## src/rtl/sd_boot_loader_if.sv

```systemverilog
// rtl/sd_boot_loader_if.sv - SD card controller register bus between loader and card block
interface sd_boot_loader_if;
    logic       sd_cs_o;
    logic       sd_rw_n_o;
    logic [7:0] sd_addr_o;
    logic [7:0] sd_wdata_o;
    logic [7:0] sd_rdata_i;

    modport master (
        output sd_cs_o, sd_rw_n_o, sd_addr_o, sd_wdata_o,
        input  sd_rdata_i
    );

    modport slave (
        input  sd_cs_o, sd_rw_n_o, sd_addr_o, sd_wdata_o,
        output sd_rdata_i
    );
endinterface

```

## src/rtl/sd_boot_loader.sv

```systemverilog
// rtl/sd_boot_loader.sv - copies consecutive 512-byte SD sectors into RAM through the SD register bus
module sd_boot_loader #(
    parameter int unsigned TIMEOUT_CYCLES = 24'hFFFFFF,
    parameter int unsigned GUARD_CYCLES   = 4
) (
    input  logic             clk_i,
    input  logic             rst_i,
    input  logic             start_i,
    input  logic [31:0]      sector_base_i,
    input  logic [7:0]       sector_count_i,
    input  logic [15:0]      dest_addr_i,
    sd_boot_loader_if.master sd,
    output logic             mem_we_o,
    output logic [15:0]      mem_addr_o,
    output logic [7:0]       mem_data_o,
    output logic             busy_o,
    output logic             done_o,
    output logic             error_o
);
    typedef enum logic [3:0] {
        IDLE, WAIT_RDY, SET_ADDR, START, GUARD, POLL,
        SET_PAGE, RD_ISSUE, RD_CAPTURE, NEXT, DONE, ERROR
    } state_e;

    localparam logic [23:0] TMO_LAST   = 24'(TIMEOUT_CYCLES - 1);
    localparam logic [7:0]  GUARD_LAST = 8'(GUARD_CYCLES - 1);

    state_e      state_q;
    logic [31:0] sector_q;
    logic [7:0]  count_q;
    logic [15:0] dest_q;
    logic [23:0] tmo_q;
    logic [7:0]  guard_q;
    logic [1:0]  page_q;
    logic        ph_q;
    logic        cs_q;
    logic        rw_n_q;
    logic [7:0]  addr_q;
    logic [7:0]  wdata_q;
    logic        mem_we_q;
    logic [15:0] mem_addr_q;
    logic [7:0]  mem_data_q;
    logic        busy_q;
    logic        done_q;
    logic        error_q;
    logic [1:0]  nxt_byte;

    // During SET_ADDR the low bits of the register address double as the sector byte index.
    assign nxt_byte = addr_q[1:0] + 2'd1;

    always_ff @(posedge clk_i) begin
        if (rst_i) begin
            state_q    <= IDLE;
            sector_q   <= '0;
            count_q    <= '0;
            dest_q     <= '0;
            tmo_q      <= '0;
            guard_q    <= '0;
            page_q     <= '0;
            ph_q       <= 1'b0;
            cs_q       <= 1'b0;
            rw_n_q     <= 1'b1;
            addr_q     <= '0;
            wdata_q    <= '0;
            mem_we_q   <= 1'b0;
            mem_addr_q <= '0;
            mem_data_q <= '0;
            busy_q     <= 1'b0;
            done_q     <= 1'b0;
            error_q    <= 1'b0;
        end else begin
            mem_we_q <= 1'b0;
            case (state_q)
                IDLE, DONE, ERROR: begin
                    if (start_i) begin
                        sector_q <= sector_base_i;
                        count_q  <= sector_count_i;
                        dest_q   <= dest_addr_i;
                        busy_q   <= 1'b1;
                        done_q   <= 1'b0;
                        error_q  <= 1'b0;
                        tmo_q    <= '0;
                        ph_q     <= 1'b0;
                        cs_q     <= (sector_count_i != 8'd0);
                        rw_n_q   <= 1'b1;
                        addr_q   <= 8'h04;
                        state_q  <= WAIT_RDY;
                    end
                end
                WAIT_RDY, POLL: begin
                    // ph_q=1 marks the second cycle of a busy-register read, when read data is valid.
                    if (count_q == 8'd0) begin
                        cs_q    <= 1'b0;
                        busy_q  <= 1'b0;
                        done_q  <= 1'b1;
                        state_q <= DONE;
                    end else if (ph_q && !sd.sd_rdata_i[0]) begin
                        rw_n_q <= 1'b0;
                        if (state_q == WAIT_RDY) begin
                            addr_q  <= 8'h00;
                            wdata_q <= sector_q[7:0];
                            state_q <= SET_ADDR;
                        end else begin
                            addr_q  <= 8'h07;
                            wdata_q <= 8'h00;
                            page_q  <= 2'd0;
                            state_q <= SET_PAGE;
                        end
                    end else if (tmo_q == TMO_LAST) begin
                        cs_q    <= 1'b0;
                        busy_q  <= 1'b0;
                        error_q <= 1'b1;
                        state_q <= ERROR;
                    end else begin
                        tmo_q <= tmo_q + 24'd1;
                        ph_q  <= ~ph_q;
                    end
                end
                SET_ADDR: begin
                    if (addr_q[1:0] == 2'd3) begin
                        addr_q  <= 8'h05;
                        wdata_q <= 8'h00;
                        state_q <= START;
                    end else begin
                        addr_q  <= addr_q + 8'd1;
                        wdata_q <= sector_q[{nxt_byte, 3'b000} +: 8];
                    end
                end
                START: begin
                    rw_n_q  <= 1'b1;
                    guard_q <= '0;
                    if (GUARD_CYCLES == 0) begin
                        addr_q  <= 8'h04;
                        tmo_q   <= '0;
                        ph_q    <= 1'b0;
                        state_q <= POLL;
                    end else begin
                        cs_q    <= 1'b0;
                        state_q <= GUARD;
                    end
                end
                GUARD: begin
                    if (guard_q == GUARD_LAST) begin
                        cs_q    <= 1'b1;
                        addr_q  <= 8'h04;
                        tmo_q   <= '0;
                        ph_q    <= 1'b0;
                        state_q <= POLL;
                    end else begin
                        guard_q <= guard_q + 8'd1;
                    end
                end
                SET_PAGE: begin
                    rw_n_q  <= 1'b1;
                    addr_q  <= 8'h80;
                    state_q <= RD_ISSUE;
                end
                RD_ISSUE: state_q <= RD_CAPTURE;
                RD_CAPTURE: begin
                    mem_we_q   <= 1'b1;
                    mem_addr_q <= dest_q;
                    mem_data_q <= sd.sd_rdata_i;
                    dest_q     <= dest_q + 16'd1;
                    if (addr_q[6:0] != 7'h7F) begin
                        addr_q  <= addr_q + 8'd1;
                        state_q <= RD_ISSUE;
                    end else if (page_q != 2'd3) begin
                        page_q  <= page_q + 2'd1;
                        rw_n_q  <= 1'b0;
                        addr_q  <= 8'h07;
                        wdata_q <= {6'd0, page_q + 2'd1};
                        state_q <= SET_PAGE;
                    end else begin
                        cs_q    <= 1'b0;
                        state_q <= NEXT;
                    end
                end
                NEXT: begin
                    sector_q <= sector_q + 32'd1;
                    count_q  <= count_q - 8'd1;
                    if (count_q == 8'd1) begin
                        busy_q  <= 1'b0;
                        done_q  <= 1'b1;
                        state_q <= DONE;
                    end else begin
                        cs_q    <= 1'b1;
                        rw_n_q  <= 1'b1;
                        addr_q  <= 8'h04;
                        tmo_q   <= '0;
                        ph_q    <= 1'b0;
                        state_q <= WAIT_RDY;
                    end
                end
                default: state_q <= IDLE;
            endcase
        end
    end

    assign sd.sd_cs_o    = cs_q;
    assign sd.sd_rw_n_o  = rw_n_q;
    assign sd.sd_addr_o  = addr_q;
    assign sd.sd_wdata_o = wdata_q;
    assign mem_we_o      = mem_we_q;
    assign mem_addr_o    = mem_addr_q;
    assign mem_data_o    = mem_data_q;
    assign busy_o        = busy_q;
    assign done_o        = done_q;
    assign error_o       = error_q;
endmodule

```

## src/flat_wrapper.sv

```systemverilog
// flat-port wrapper written by rule: the top's interface ports become plain ports
module sd_boot_loader_flat 
#(
    parameter int unsigned TIMEOUT_CYCLES = 24'hFFFFFF,
    parameter int unsigned GUARD_CYCLES   = 4
)
  (clk_i, rst_i, start_i, sector_base_i, sector_count_i, dest_addr_i, mem_we_o, mem_addr_o, mem_data_o, busy_o, done_o, error_o, sd_sd_cs_o, sd_sd_rw_n_o, sd_sd_addr_o, sd_sd_wdata_o, sd_sd_rdata_i);
  sd_boot_loader_if sd_i ();
  input  logic clk_i;
  input  logic rst_i;
  input  logic start_i;
  input  logic [31:0] sector_base_i;
  input  logic [7:0] sector_count_i;
  input  logic [15:0] dest_addr_i;
  output logic mem_we_o;
  output logic [15:0] mem_addr_o;
  output logic [7:0] mem_data_o;
  output logic busy_o;
  output logic done_o;
  output logic error_o;
  output wire logic [$bits(sd_i.sd_cs_o)-1:0] sd_sd_cs_o;
  output wire logic [$bits(sd_i.sd_rw_n_o)-1:0] sd_sd_rw_n_o;
  output wire logic [$bits(sd_i.sd_addr_o)-1:0] sd_sd_addr_o;
  output wire logic [$bits(sd_i.sd_wdata_o)-1:0] sd_sd_wdata_o;
  input wire logic [$bits(sd_i.sd_rdata_i)-1:0] sd_sd_rdata_i;
  assign sd_sd_cs_o = sd_i.sd_cs_o;
  assign sd_sd_rw_n_o = sd_i.sd_rw_n_o;
  assign sd_sd_addr_o = sd_i.sd_addr_o;
  assign sd_sd_wdata_o = sd_i.sd_wdata_o;
  assign sd_i.sd_rdata_i = sd_sd_rdata_i;
  sd_boot_loader #(.TIMEOUT_CYCLES(TIMEOUT_CYCLES), .GUARD_CYCLES(GUARD_CYCLES)) u_core (.clk_i(clk_i), .rst_i(rst_i), .start_i(start_i), .sector_base_i(sector_base_i), .sector_count_i(sector_count_i), .dest_addr_i(dest_addr_i), .sd(sd_i), .mem_we_o(mem_we_o), .mem_addr_o(mem_addr_o), .mem_data_o(mem_data_o), .busy_o(busy_o), .done_o(done_o), .error_o(error_o));
endmodule
```

## config.mk

```make
export PLATFORM = sky130hd
export DESIGN_NAME = sd_boot_loader_flat
export DESIGN_NICKNAME = d
export VERILOG_FILES = /design/src/rtl/sd_boot_loader_if.sv /design/src/rtl/sd_boot_loader.sv /design/src/flat_wrapper.sv
export SDC_FILE = /design/constraint.sdc
export NUM_CORES = 1
export LEC_CHECK = 0
export CAP_MARGIN = 15
export CORE_UTILIZATION = 45
export CTS_BUF_LIST = sky130_fd_sc_hd__clkbuf_2 sky130_fd_sc_hd__clkbuf_4 sky130_fd_sc_hd__clkbuf_8
export CTS_CLUSTER_DIAMETER = 40
export DETAILED_ROUTE_END_ITERATION = 8
export PLACE_DENSITY = 0.71
export SLEW_MARGIN = 20
export SYNTH_ARGS = -nofsm -noshare
export SYNTH_HDL_FRONTEND = slang
export SYNTH_SLANG_ARGS = --single-unit
```

## constraint.sdc

```tcl
create_clock -name clk_i -period 6.7 [get_ports clk_i]
set_input_delay 1.34 -clock clk_i [delete_from_list [all_inputs] [get_ports clk_i]]
set_output_delay 1.34 -clock clk_i [all_outputs]
set_load 0.02 [all_outputs]
```

Word-level counts from Yosys, hierarchy flattened. Index checks and enable logic that the tools add are counted.

$add $sub $neg: 8. Equal/unequal tests: 37. Shift-type cells: 1. Multiplexer cells: 81. Bitwise operators: 1. Reduce and logical (&&, ||, !) cells: 32.

Operators with widths (count): two-way mux 24 bit (6); two-way mux 8 bit (16); one-hot mux 24 bit (4 select lines) (1); one-hot mux 32 bit (2 select lines) (1); one-hot mux 8 bit (7 select lines) (1); two-way mux 4 bit (9); one-hot mux 4 bit (9 select lines) (1); adder 32 x 1 -> 32 bit (second input constant) (1); two-way mux 32 bit (1); one-hot mux 16 bit (2 select lines) (1); one-hot mux 8 bit (2 select lines) (2); indexed part select 32 x 6 -> 8 bit (1); two-way mux 1 bit (26); adder 24 x 1 -> 24 bit (second input constant) (1); == test 24 bit (second input constant) (1); one-hot mux 8 bit (3 select lines) (1); AND reduction 7 bit (3); inequality test 2 bit (second input constant) (10); adder 16 x 1 -> 16 bit (second input constant) (1); adder 8 x 1 -> 8 bit (second input constant) (2); == test 4 x 3 -> 1 bit (second input constant) (4); == test 4 bit (second input constant) (4); two-way mux 16 bit (1); AND reduction 5 bit (3); 38 further kinds (62).

Register bits after elaboration: 141. Output and inout port bits: 46.

Longest topological paths before layout. Gate-level depths: netlist of the first run.

Depth after elaboration: 5. Gate-level depth with buffers: 10. Depth with buffers taken out: 8.

Worst setup path after synthesis of the first run. OpenSTA, ideal clock, no wires.

Kind: in2reg. Start point: input sd_sd_rdata_i[0]. End point: register u_core.tmo_q[22]. Arrival: 2537 ps. Data required time: 6568 ps. Slack: 4031 ps. Stages: 8. Path buffers: 2. Path through: nand2b_1 -> o21ai_0 -> a21oi_1 -> o211ai_2 -> buf_6 -> buf_2 -> o31ai_1 -> a21oi_1.

Longest elaborated chain between the ends: 4.

RTL lines: start: declaration (line flat_wrapper.sv:25) `input wire logic [$bits(sd_i.sd_rdata_i)-1:0] sd_sd_rdata_i;`; logical NOT 1 bit (line sd_boot_loader.sv:97) `end else if (ph_q && !sd.sd_rdata_i[0]) begin`; logical AND 1 bit (line sd_boot_loader.sv:97); inequality test 2 bit (no source line); AND reduction 7 bit (no source line); end signal: assignment (line sd_boot_loader.sv:115) `tmo_q <= tmo_q + 24'd1;`; end: declaration (line sd_boot_loader.sv:32) `logic [23:0] tmo_q;`.

Every way passes these cells. A chain may end at the register's enable or synchronous reset.

Final worst setup path of the first run.
Start point: register u_core.addr_q[0], in the netlist u_core.sd.sd_addr_o[0]. End point: output sd_sd_addr_o[0].

RTL lines: start: declaration (line sd_boot_loader.sv:38) `logic [7:0] addr_q;`; start signal: assignment (line sd_boot_loader.sv:125) `addr_q <= addr_q + 8'd1;`; start signal: assignment (line sd_boot_loader.sv:165) `addr_q <= addr_q + 8'd1;`; end: declaration (line flat_wrapper.sv:23) `output wire logic [$bits(sd_i.sd_addr_o)-1:0] sd_sd_addr_o;`.

No word-level cell between the ends.

==> flow_summary.yaml, run 1 <==
critical_path:
  worstSetupPathType: "flip-flop to output pin"
  top_cell_family_by_delay_on_the_critical_path: "flip-flops"
  crit_fanout: 14
  biggest_cell_delay_along_the_critical_path_ns: 0.78
  endpoint_kind: "output pin"
  worstReg2RegStart: "u_core.sd.sd_addr_o[0]"
  timing.critical_path.buf_inv: 1
  worst_path_max_delay_cell: "sky130_fd_sc_hd__dfxtp_1"
  timing.critical_path.required_ns: 5.36
  setup.reg_to_reg.worst_slack_ns: 3.48
  cell_chain_of_the_critical_path: "clkdlybuf4s50_1"
  ff2ff_path_depth: 7
  worstSetupStartpointType: "flip-flop"
  cp.arrival_ns: 1.98
  critical_path.reg2reg.endpoint: "u_core.sd.sd_wdata_o[1]"
timing:
  hold_violations: 0
  final-setup-viol-count: 0
  finalWorstPathRequiredPeriod_ns: 3.32
  setup_total_negative_slack_ns: 0
  setup_slack_ns: 3.38
  timing_max_transition_violations_final: 0
  skew_ns: 0.0199
  timing.final.crit_share_pct: 49.5
  achievable-frequency_mhz: 301
  rsz_0062_raised_after_global_routing: "no"
  maxSlewHeadroom_pct: 32.5
  transition_time_at_the_pin_with_the_least_slew_margin_ns: 1.01
floorplanning:
  placeableCoreArea_mm2: 0.0161
  die_y_um: 131
  starting_density_of_the_core_pct: 46.6
  num_io_pins: 113
  die_area_mm2: 0.0171
  die_outline_width_um: 131
  num_rows: 46
clock_network:
  cts_made_buffers: 17
  cts_htree_levels: 4
  cts_root_buffer: "sky130_fd_sc_hd__clkbuf_8"
  post_cts.resized_instances: 0
  cts.hold.buffers_added: 0
  cts.sink_count: 141
  worst_skew_pair.late_latency_ns: 0.46
  cts_tree: "built"
  path_clk_slew_ns: 0.09
  cts.path.max_buffers: 2
  post_cts.repair.setup_buffers: 0
global_route:
  globalRouteMet3Util_pct: 6.56
  grt_overflow: 0
  routing_usage_on_met1_pct: 33.2
  grt_pass1_wl_um: 32900
  globalRoute.busiestLayer: "met2"
  grt_max_degree: 73
  grt_antenna_before_repair: 0
  track_usage_pct: 24.5
  globalRouteMet2Util_pct: 37.5
  grt_pass1_vias: 6589
synthesis:
  seq_area_frac_synth_pct: 37.8
  yosysUniqueCellTypes: 62
  postSynth.asyncResetShare_pct: 0
  synth_enable_flop_cells: 0
  post_synth_inst_count: 963
  synth_area_per_cell_um2: 7.76
  post_synth_instance_area_mm2: 0.00748
  synth-warning-count: 0
  ys_ff_latch: 141
  synthesis.nets: 1041
  most_frequently_used_flop_master_after_synthesis: "sky130_fd_sc_hd__dfxtp_1"
route:
  ant_nets: 0
  avgRoutedWirePerCell_um: 16.2
  initialDrtViolationCount: 711
  route.detailed.drc: 0
  postRouteWirelength_um: 20500
  vias_per_cell: 5.87
  first_pass_iteration_count_of_the_detailed_router: 5
  route.vias.total: 7441
min_path:
  timing.hold.worst_path_depth: 2
  hold_class: "flip-flop to flip-flop"
  timing.hold.worst.start: "u_core.mem_addr_o[14]"
  whs_endpoint: "u_core.mem_addr_o[14]"
power:
  total_leakage_power_nw: 3.01
  pd_cells_mw_per_mm2: 362
  worst_case_vdd_ir_drop_mv: 0.178
placed_design:
  place_congestion: 0.895
  dp_cells: 1235
  port_buffers: 112
  placement_stage_cell_area_mm2: 0.00868
  pre_cts_ws_ns: 3.05
  detailed_place_hpwl_um: 13800
cells_and_area:
  most_common_cell_after_layout_fill_and_taps_aside: "sky130_fd_sc_hd__dfxtp_1"
  areaGrowthSynthToFinish_pct: 21.8
  final_cells: 1267
  n_antenna_cell: 0
  final_std_cell_area_no_fill_mm2: 0.00911
  most_frequent_cells_in_the_layout: "sky130_fd_sc_hd__dfxtp_1, sky130_fd_sc_hd__nand2_1, sky130_fd_sc_hd__a21oi_1, sky130_fd_sc_hd__clkdlybuf4s50_1, sky130_fd_sc_hd__nor2_1"
  final_layout_size_suffix_gt1_share_pct: 6.66
  layout.nets: 1116
  finish.utilization_pct: 56.7
outcome:
  run_status: "complete, no violations"
job:
  max-cap-violations: 0
-- flip-flops by register name, indices dropped and copies added, names as in the netlist --
| name | count |
|---|---|
| u_core.sector_q | 32 |
| u_core.mem_addr_o | 16 |
| u_core.sd.sd_rw_n_o | 1 |
| u_core.count_q | 8 |
| u_core.sd.sd_cs_o | 1 |
| u_core.sd.sd_wdata_o | 8 |
| u_core.dest_q | 16 |
| u_core.sd.sd_addr_o | 8 |
| u_core.error_o | 1 |
| u_core.guard_q | 8 |
| u_core.busy_o | 1 |
| u_core.ph_q | 1 |
| u_core.done_o | 1 |
| u_core.mem_data_o | 8 |
| u_core.page_q | 2 |
| u_core.tmo_q | 24 |
| u_core.state_q | 4 |
| u_core.mem_we_o | 1 |
-- routing by layer --
| layer | vias up | wire [um] |
|---|---|---|
| li1 | 3704 | - |
| met1 | 3497 | 9450 |
| met2 | 214 | 9420 |
| met3 | 26 | 1360 |
| met4 | 0 | 295 |
| met5 | - | 0 |
-- Yosys cell counts (5+ instances only) --
cell type | n | area share [%]
sky130_fd_sc_hd__a21oi_1 | 119 | 8.0
sky130_fd_sc_hd__mux2i_1 | 5 | 0.67
sky130_fd_sc_hd__nor3_1 | 30 | 2.0
sky130_fd_sc_hd__a311oi_1 | 10 | 1.2
sky130_fd_sc_hd__nand3_1 | 41 | 2.7
sky130_fd_sc_hd__nand2_1 | 121 | 6.1
sky130_fd_sc_hd__clkbuf_1 | 49 | 2.5
sky130_fd_sc_hd__and3_1 | 11 | 0.92
sky130_fd_sc_hd__o211ai_1 | 7 | 0.70
sky130_fd_sc_hd__buf_1 | 8 | 0.40
sky130_fd_sc_hd__nor4_1 | 13 | 1.1
sky130_fd_sc_hd__xor2_1 | 8 | 0.94
sky130_fd_sc_hd__nor2_1 | 87 | 4.4
sky130_fd_sc_hd__nand2b_1 | 10 | 0.84
sky130_fd_sc_hd__nand4_1 | 19 | 1.6
sky130_fd_sc_hd__a31oi_1 | 14 | 1.2
sky130_fd_sc_hd__dfxtp_1 | 141 | 38
sky130_fd_sc_hd__o31ai_1 | 7 | 0.70
sky130_fd_sc_hd__and2_1 | 7 | 0.59
sky130_fd_sc_hd__nor2b_1 | 13 | 1.1
sky130_fd_sc_hd__a211oi_1 | 10 | 1.0
sky130_fd_sc_hd__mux4_2 | 8 | 2.4
sky130_fd_sc_hd__or4_1 | 7 | 0.70
sky130_fd_sc_hd__a22oi_1 | 6 | 0.60
sky130_fd_sc_hd__or2_2 | 9 | 0.75
sky130_fd_sc_hd__o21ai_0 | 57 | 3.8
sky130_fd_sc_hd__a221oi_1 | 16 | 1.9
sky130_fd_sc_hd__inv_1 | 18 | 0.90
sky130_fd_sc_hd__o21bai_1 | 7 | 0.70
sky130_fd_sc_hd__ha_1 | 11 | 1.8
sky130_fd_sc_hd__and4_1 | 7 | 0.82
sky130_fd_sc_hd__or3_1 | 28 | 2.3
-- where the power goes --
group,leakage (nW),switching (mW),internal [mW]
logic,1.64,0.795,0.555
clock network,0.215,0.349,0.390
registers,1.15,0.223,0.987
total,3.01,1.37,1.93
-- kinds of logic after synthesis --
family	after synthesis	share of synthesized area (%)
buf+inv	82	4.44
simple gates	415	27.4
flops	141	37.8
mux	16	3.53
fa+ha+maj	11	1.84
xor+xnor	10	1.17
compound gates	288	23.8
-- final cells by class --
type | count | area [um2]
fillers | 1510 | 6950
multi-input cells | 740 | 4350
flip-flops and latches | 141 | 2820
repair buffers | 120 | 1180
well taps | 216 | 270
clock buffers | 20 | 263
clock inverters | 12 | 160
inverters | 18 | 67.6
-- per-stage QoR --
step                      hold slack (ns)  total power [mW]
after detailed placement            0.448              2.56
after global routing                0.480              3.52
after CTS                           0.461              3.30
final                               0.458              3.30
after floorplan                     0.442              2.16
after global placement              0.442              2.54
-- worst max path at each step --
stage	start	endpoint	slack (ns)	depth (start not counted)
2_1_floorplan	sd_sd_rdata_i[0]	u_core.tmo_q[22]	4.03	8
3_3_place_gp	sd_sd_rdata_i[0]	u_core.tmo_q[22]	3.14	7
3_5_place_dp	sd_sd_rdata_i[0]	u_core.tmo_q[22]	3.05	7
4_1_cts	u_core.sd.sd_addr_o[0]	sd_sd_addr_o[0]	3.30	1
5_1_grt	u_core.sd.sd_addr_o[0]	u_core.sd.sd_wdata_o[1]	3.18	7
6_report	u_core.sd.sd_addr_o[0]	sd_sd_addr_o[0]	3.38	1
(Power assumes the default switching activity.)
==> inputs of run 2 (changes only) <==
==> constraint.sdc (replaced) <==
create_clock -name clk_i -period 3.2 [get_ports clk_i]
set_input_delay 0.64 -clock clk_i [delete_from_list [all_inputs] [get_ports clk_i]]
set_output_delay 0.64 -clock clk_i [all_outputs]
set_load 0.02 [all_outputs]
==> run 2 against run 1 <==
  * Register-to-register slack got worse by 3.0 ns
  * Critical endpoint is now u_core.sd.sd_wdata_o[1]
  * Combinational power increased by 130%
  * Clock skew decreased by 0.0081 ns
==> flow_summary.yaml, run 2 (same netlist as run 1, synthesis figures left out) <==
outcome:
  run_status: "complete, no violations"
timing:
  timing_max_transition_violations_final: 0
  setup_total_negative_slack_ns: 0
  setup_slack_ns: 0.453
  hold_violations: 0
  final-setup-viol-count: 0
  finalWorstPathRequiredPeriod_ns: 2.75
  transition_time_at_the_pin_with_the_least_slew_margin_ns: 0.906
  achievable-frequency_mhz: 364
  skew_ns: 0.0118
  maxSlewHeadroom_pct: 39.5
  rsz_0062_raised_after_global_routing: "no"
  timing.final.crit_share_pct: 85.8
cells_and_area:
  layout.nets: 1131
  largest_register_ff_count: 32
  final_layout_size_suffix_gt1_share_pct: 7.88
  n_antenna_cell: 0
  regMostFlops: "u_core.sector_q"
  areaGrowthSynthToFinish_pct: 23.5
  fillerInstances: 1513
  most_frequent_cells_in_the_layout: "sky130_fd_sc_hd__dfxtp_1, sky130_fd_sc_hd__nand2_1, sky130_fd_sc_hd__a21oi_1, sky130_fd_sc_hd__clkdlybuf4s50_1, sky130_fd_sc_hd__nor2_1"
  top_regs: "u_core.sector_q: 32 flops, u_core.tmo_q: 24 flops"
  most_common_cell_after_layout_fill_and_taps_aside: "sky130_fd_sc_hd__dfxtp_1"
clock_network:
  cts_htree_levels: 4
  post_cts.repair.setup_buffers: 0
  worst_skew_pair.late_latency_ns: 0.46
  cts.hold.buffers_added: 0
  post_cts.resized_instances: 0
  cts_root_buffer: "sky130_fd_sc_hd__clkbuf_8"
  cts_made_buffers: 17
  cts.sink_count: 141
  path_clk_slew_ns: 0.08
  cts_tree: "built"
  cts.path.max_buffers: 2
power:
  power_frac_clock_pct: 22.0
  share_seq_of_total_power_pct: 34.9
  power.internal_mw: 4.13
  total_leakage_power_nw: 3.08
  worst_case_vdd_ir_drop_mv: 0.416
  sw_frac_of_total_pct: 41.4
  combinationalPowerShare_pct: 43.2
  power.net_switching_mw: 2.92
  pd_cells_mw_per_mm2: 764
  totalPowerFinal_mw: 7.05
floorplanning:
  die_y_um: 131
  starting_density_of_the_core_pct: 46.6
  die_outline_width_um: 131
  die_area_mm2: 0.0171
  num_io_pins: 113
  num_rows: 46
  placeableCoreArea_mm2: 0.0161
route:
  initialDrtViolationCount: 549
  route.detailed.drc: 0
  vias_per_cell: 5.92
  ant_nets: 0
  postRouteWirelength_um: 20800
  first_pass_iteration_count_of_the_detailed_router: 5
  route.vias.total: 7595
  avgRoutedWirePerCell_um: 16.2
critical_path:
  setup.reg_to_reg.worst_slack_ns: 0.45
  timing.critical_path.required_ns: 3.59
  worstReg2RegStart: "u_core.sd.sd_addr_o[1]"
  ff2ff_path_depth: 7
  worstSetupPathType: "flip-flop to flip-flop"
  endpoint_kind: "flip-flop"
  critical_path.reg2reg.endpoint: "u_core.sd.sd_wdata_o[1]"
  cp.arrival_ns: 3.14
  worstSetupStartpointType: "flip-flop"
  crit_fanout: 15
global_route:
  grt_antenna_before_repair: 0
  grt_overflow: 0
  grt_pass1_wl_um: 33600
  track_usage_pct: 25.0
  grt_max_degree: 42
  grt_pass1_vias: 6680
min_path:
  timing.hold.worst_path_depth: 2
  whs_endpoint: "u_core.mem_addr_o[9]"
  timing.hold.worst.start: "u_core.mem_addr_o[9]"
  hold_class: "flip-flop to flip-flop"
placed_design:
  detailed_place_hpwl_um: 14600
  port_buffers: 112
  place_congestion: 0.902
  pre_cts_ws_ns: 0.248
job:
  max-cap-violations: 0
-- run 2: final cells by class --
| cell class | count | area (um2) | share of cell area [%] |
|---|---|---|---|
| clock buffers | 19 | 262 | 2.83 |
| inverters | 18 | 67.6 | 0.732 |
| well taps | 216 | 270 | 2.93 |
| clock inverters | 13 | 164 | 1.78 |
| multi-input cells | 740 | 4340 | 47.0 |
| repair buffers | 135 | 1300 | 14.1 |
| flip-flops and latches | 141 | 2820 | 30.6 |
-- run 2: worst max-delay path, stage by stage (launching register included) --
cell                       delay (ns)
sky130_fd_sc_hd__dfxtp_1         0.42
sky130_fd_sc_hd__ha_1            0.20
sky130_fd_sc_hd__nand3_1         0.22
sky130_fd_sc_hd__o31ai_1         0.60
sky130_fd_sc_hd__o21ai_1         0.26
sky130_fd_sc_hd__o21bai_1        0.45
sky130_fd_sc_hd__or2_2           0.40
sky130_fd_sc_hd__a21oi_1         0.13
-- run 2: power by group through the flow --
| stage | clock network, mW | registers [mW] | logic [mW] |
|---|---|---|---|
| 2_1_floorplan | 0 | 2.42 | 2.11 |
| 3_3_place_gp | 0 | 2.48 | 2.98 |
| 3_5_place_dp | 0 | 2.48 | 3.01 |
| 4_1_cts | 1.58 | 2.44 | 3.02 |
| 5_1_grt | 1.66 | 2.51 | 3.36 |
| 6_report | 1.55 | 2.46 | 3.04 |
-- run 2: worst max-delay path by stage --
| stage | to | cells after the start | from | slack [ns] |
|---|---|---|---|---|
| 3_3_place_gp | u_core.tmo_q[22] | 7 | sd_sd_rdata_i[0] | 0.38 |
| 3_5_place_dp | u_core.tmo_q[18] | 7 | sd_sd_rdata_i[0] | 0.25 |
| 4_1_cts | u_core.tmo_q[18] | 7 | u_core.guard_q[1] | 0.44 |
| 5_1_grt | u_core.sd.sd_wdata_o[5] | 7 | u_core.sd.sd_addr_o[1] | 0.24 |
| 2_1_floorplan | u_core.tmo_q[22] | 9 | u_core.guard_q[0] | 0.90 |
| 6_report | u_core.sd.sd_wdata_o[1] | 7 | u_core.sd.sd_addr_o[1] | 0.45 |
-- run 2: per-layer routing --
metal	vias up	GRT usage, %	wire length, um
li1	3723	-	-
met1	3589	34.3	9390
met2	266	39.1	9550
met3	17	6.31	1640
met4	0	6.29	218
met5	-	0	0
-- run 2: per-stage QoR --
step,util [%],hold slack (ns),cell area [um2],instances
6_report,57.5,0.459,9230,1282
3_5_place_dp,54.8,0.449,8800,1250
2_1_floorplan,-,0.442,7480,963
3_3_place_gp,54.8,0.442,8800,1250
5_1_grt,57.5,0.470,9230,1282
4_1_cts,57.5,0.462,9230,1282
==> inputs of run 3 (changes only) <==
--- a/config.mk
+++ b/config.mk
@@ -10,6 +10,7 @@
 export CTS_BUF_LIST = sky130_fd_sc_hd__clkbuf_2 sky130_fd_sc_hd__clkbuf_4 sky130_fd_sc_hd__clkbuf_8
 export CTS_CLUSTER_DIAMETER = 40
 export DETAILED_ROUTE_END_ITERATION = 8
+export HOLD_SLACK_MARGIN = 0.03
 export PLACE_DENSITY = 0.71
 export SLEW_MARGIN = 20
 export SYNTH_ARGS = -nofsm -noshare
==> results of run 3 <==
Same layout as run 2: the final DEF is identical, and so are final timing and power.
